[src/rtl/b_syn_up_mod.sv]
// b_syn_up_mod
// Synchronous modulo-N up counter with programmable terminal value, parallel
// load, count enable and carry-in/carry-out for cascading. It also has a sticky
// overflow flag and a saturating wrap-event counter.
//
// Ports:
//   clk      in   clock; all state updates on its rising edge
//   re       in   synchronous active-high reset (highest priority)
//   en       in   count enable
//   ci       in   carry-in; a count step needs en=1 and ci=1
//   ld       in   parallel load strobe (beats counting)
//   d        in   WIDTH-bit parallel load value
//   mod_max  in   WIDTH-bit terminal count; the counter wraps to 0 after it
//   clr_ovf  in   clears the sticky overflow flag (a coincident wrap wins)
//   c        out  registered count value
//   co       out  combinational carry-out; high in the cycle before a wrap edge
//   ovf      out  registered sticky overflow flag
//   wraps    out  registered saturating count of wrap events
module b_syn_up_mod #(
  parameter int WIDTH = 4,
  parameter int WRAPW = 8
) (
  input  logic             clk,
  input  logic             re,
  input  logic             en,
  input  logic             ci,
  input  logic             ld,
  input  logic [WIDTH-1:0] d,
  input  logic [WIDTH-1:0] mod_max,
  input  logic             clr_ovf,
  output logic [WIDTH-1:0] c,
  output logic             co,
  output logic             ovf,
  output logic [WRAPW-1:0] wraps
);

  localparam logic [WIDTH-1:0] C_ZERO   = {WIDTH{1'b0}};
  localparam logic [WIDTH-1:0] C_ONE    = WIDTH'(1'b1);
  localparam logic [WRAPW-1:0] W_ZERO   = {WRAPW{1'b0}};
  localparam logic [WRAPW-1:0] W_ONE    = WRAPW'(1'b1);
  localparam logic [WRAPW-1:0] W_MAX    = {WRAPW{1'b1}};

  // Power-up values match the reset values.
  logic [WIDTH-1:0] c_q     = {WIDTH{1'b0}};
  logic             ovf_q   = 1'b0;
  logic [WRAPW-1:0] wraps_q = {WRAPW{1'b0}};

  logic [WIDTH-1:0] c_d;
  logic             ovf_d;
  logic [WRAPW-1:0] wraps_d;
  logic             step_s;
  logic             at_top_s;
  logic             wrap_s;

  // Step qualification and wrap detection; co is the wrap condition itself.
  always_comb begin
    step_s   = en & ci & ~ld & ~re;
    // >= (not ==) so an out-of-range loaded value also wraps on its next step.
    at_top_s = (c_q >= mod_max);
    wrap_s   = step_s & at_top_s;
  end

  // Next-state for the count value: load beats counting, otherwise hold.
  always_comb begin
    c_d = c_q;
    if (ld) begin
      c_d = d;
    end else if (step_s) begin
      if (at_top_s) begin
        c_d = C_ZERO;
      end else begin
        c_d = c_q + C_ONE;
      end
    end else begin
      c_d = c_q;
    end
  end

  // Next-state for the sticky flag: a wrap sets it even if clr_ovf is high.
  always_comb begin
    ovf_d = ovf_q;
    if (wrap_s) begin
      ovf_d = 1'b1;
    end else if (clr_ovf) begin
      ovf_d = 1'b0;
    end else begin
      ovf_d = ovf_q;
    end
  end

  // Next-state for the wrap counter: saturates instead of rolling over.
  always_comb begin
    wraps_d = wraps_q;
    if (wrap_s && (wraps_q != W_MAX)) begin
      wraps_d = wraps_q + W_ONE;
    end else begin
      wraps_d = wraps_q;
    end
  end

  // State registers with synchronous reset overriding load, count and flags.
  always_ff @(posedge clk) begin
    if (re) begin
      c_q     <= C_ZERO;
      ovf_q   <= 1'b0;
      wraps_q <= W_ZERO;
    end else begin
      c_q     <= c_d;
      ovf_q   <= ovf_d;
      wraps_q <= wraps_d;
    end
  end

  // Output drive: co stays combinational so cascaded stages step on the same edge.
  always_comb begin
    c     = c_q;
    ovf   = ovf_q;
    wraps = wraps_q;
    co    = wrap_s;
  end

endmodule

[config.mk]
export PLATFORM = sky130hd
export DESIGN_NAME = b_syn_up_mod
export DESIGN_NICKNAME = d
export VERILOG_FILES = /design/src/rtl/b_syn_up_mod.sv
export SDC_FILE = /design/constraint.sdc
export NUM_CORES = 1
export LEC_CHECK = 0
export CORE_ASPECT_RATIO = 1.1
export CORE_UTILIZATION = 39
export DETAILED_ROUTE_END_ITERATION = 12
export GPL_ROUTABILITY_DRIVEN = 0
export PLACE_DENSITY = 0.75
export SLEW_MARGIN = 20
export SYNTH_ARGS = -nofsm -noshare
export SYNTH_HDL_FRONTEND = slang
export SYNTH_SLANG_ARGS = --single-unit
[constraint.sdc]
create_clock -name clk -period 1.8 [get_ports clk]
set_clock_uncertainty 0.15 [all_clocks]
set_input_delay 0.18 -clock clk [delete_from_list [all_inputs] [get_ports clk]]
set_output_delay 0.18 -clock clk [all_outputs]
set_load 0.02 [all_outputs]
==> metrics <==
outcome=finished, violations left; failing checks=setup timing; simple-gate share of the synthesized area=between 30% and 40%; post-route setup slack=-0.1441 ns; Final Slew Violations=0; Worst R2R Setup Slack=-0.14 ns; grt met1 use=about 25%; Post-Syn Area=around 800 µm²; register area=269.0 µm²; initial antenna violation count=0; mux cell area share after synthesis=1.413%; Max-Cap Viols=0; die height=approximately 50 µm; ANT cells=0; Via-to-Cell Ratio=approximately 5.4; Die Footprint=between 0.002 and 0.0025 mm²; CP Capture Type=flop; CP Launch Type=flop; H-tree levels=1; ys async rst share=0%; Slew headroom=between 80% and 90%; fin area=between 0.001 and 0.0015 mm²; first-pass GRT wire length=~3700 µm; Leak Pwr=0.5293 nW; First DRT Iteration DRCs=11; hold path startpoint=d[3]; CP arrival=slightly below 2 ns; Tmin final=between 1.5 and 2 ns; input/output buffers=27; commonest non-fill, non-tap cell in the layout=clkdlybuf4s50_1; power density cells=between 400 and 500 mW/mm²; RSZ-0062 raised after global routing=yes; post-synthesis compound-gate area fraction=~19%; TritonCTS clock tree=done; crit path launch=c[0]$_SDFFE_PP0P_; Top FF cell, synth=dfxtp_1; largest net degree at the start of global routing=14; Post-synth EDFFs=0; Hold Violations, Final=0; synthesized net count=between 100 and 150; worst r2r src=c[0]$_SDFFE_PP0P_; main combinational cell family by area after synthesis=simple AND/OR/NAND/NOR gates; register area share after synthesis=between 30% and 40%; Core Util, Final=between 70 and 80%; Synth cell types=31; critical path class=flop to flop; grt met2 use=around 40%; clock latency at the later pin of the worst-skew pair=0.29 ns; f_max=514.4 MHz; Layout Cells excl Fill=roughly 170; GRT Total Usage=between 20 and 25%; multi-input logic area=606.8 µm²; #FFs+latches synth=13; setup tns final=-0.5291 ns; CTS sink cnt=13; Synth Area in Adders=under 10%; Post-DRT Antenna Nets=0; Initial Utilization=a little over two fifths; synthesis warning total=0; # rows=16; Reg clk slew, reported paths=~0.10 ns; Via Count=~940; area of placed instances=about 0.0012 mm²; GRT Max-Usage Layer=met2; commonest non-fill, non-tap cells in the layout=26 x clkdlybuf4s50_1, 19 x buf_4, 11 x a21oi_1, 8 x dfxtp_1; pre-CTS WS=-0.5417 ns; period utilization=108.0%; core area=about 0.0018 mm²; share of layout cells above drive strength 1=32.41%; TritonCTS Buffers=3; Die W=about 45 µm; synthesis-to-layout area growth=73.47%; # DRC=0; Critical Path RT=approximately 1.8 ns; CP Max Fanout=7; Max VDD drop=between 0.3 and 0.4 mV; TritonRoute pass-1 iters=4; Synth Instances=99; Hold WS=~0.31 ns; Slew @ Worst Pin=roughly 0.28 ns; Overflow after GRT=0; CTS max path bufs=2; Root Driver=clkbuf_4; number of global-route vias before repair=865; Post-layout nets=around 170; # setup viols final=7; DP Cell Count=~170; Fill cells=156; GR Util met3=around 4.8%; Synth Area per Inst=slightly above 8 µm²; Post-Synth XOR/XNOR Area=1.099%; Post-Route WL=~2300 µm; DP HPWL=~1600 µm; Tot Pwr=669.7 µW; Worst Hold Class=input pin to flop; Ports=28; WL per Instance=13.60 µm
## power by group
group / switching, mW / internal (mW) / leakage (nW)
clock: 0.112 / 0.0861 / 0.0150
sequential: 0.00631 / 0.295 / 0.108
combinational: 0.0736 / 0.0970 / 0.407
## sequential cells by signal, summed over array words and instances (netlist names)
register and cells:
wraps 8, c 4, ovf 1
## layout make-up
type | count | area share [%]
clock buffer | 4 | 1.900
multi-input combinational | 74 | 43.89
tap | 27 | 2.443
sequential | 13 | 19.46
inverter | 8 | 2.353
timing repair buffer | 46 | 29.95
## synth_stat cells, drive strengths merged (2+ instances only)
| cell | count | share of area (%) |
|---|---|---|
| nand3 | 8 | 5.0 |
| and2 | 2 | 1.6 |
| and4 | 2 | 2.2 |
| nor3 | 3 | 1.9 |
| nand2b | 2 | 1.6 |
| nor2 | 7 | 3.3 |
| inv | 8 | 3.8 |
| buf | 2 | 2.0 |
| o21ai | 4 | 3.0 |
| nand2 | 7 | 3.3 |
| dfxtp | 13 | 33 |
| o31ai | 3 | 2.8 |
| ha | 6 | 9.4 |
| o311ai | 2 | 2.2 |
| a21oi | 12 | 7.5 |
| or3 | 3 | 2.4 |
| clkbuf | 2 | 0.94 |
| nand4 | 2 | 1.6 |
## kinds of logic after synthesis
family / after synthesis
mux: 1
fa+ha+maj: 6
compound gates: 24
buf+inv: 12
flops: 13
simple gates: 42
xor+xnor: 1
## path summary, 6_finish.rpt
check,endpoint,cells past startpoint
worst max-delay path,wraps[3]$_SDFFE_PP0P_,9
worst min-delay path,c[3]$_SDFFE_PP0P_,3
worst max register to register,wraps[3]$_SDFFE_PP0P_,9
worst min register to register,ovf$_SDFFE_PP0P_,2
## layer usage
metal	vias up	part of all wire [%]
met5	-	0
met3	6	5.0
li1	457	-
met2	32	55
met1	440	38
met4	0	2.0
## repair_timing
action                                  4_1_cts  5_1_grt
endpoints found under the setup margin        8        9
setup buffers                                 2        1
hold buffers                                  0        0
endpoints found under the hold margin         0        0
pin swaps                                     7        5
gates resized for setup                      14       13
## worst max-delay path: stages (launching register included)
cell and delay (ns):
dfxtp_4 0.37, inv_4 0.04, ha_4 0.24, nand2b_4 0.10
and4_4 0.22, o21ai_4 0.07, buf_6 0.13, buf_4 0.16
o31ai_2 0.23, a21oi_1 0.10
(Power assumes the default switching activity.)
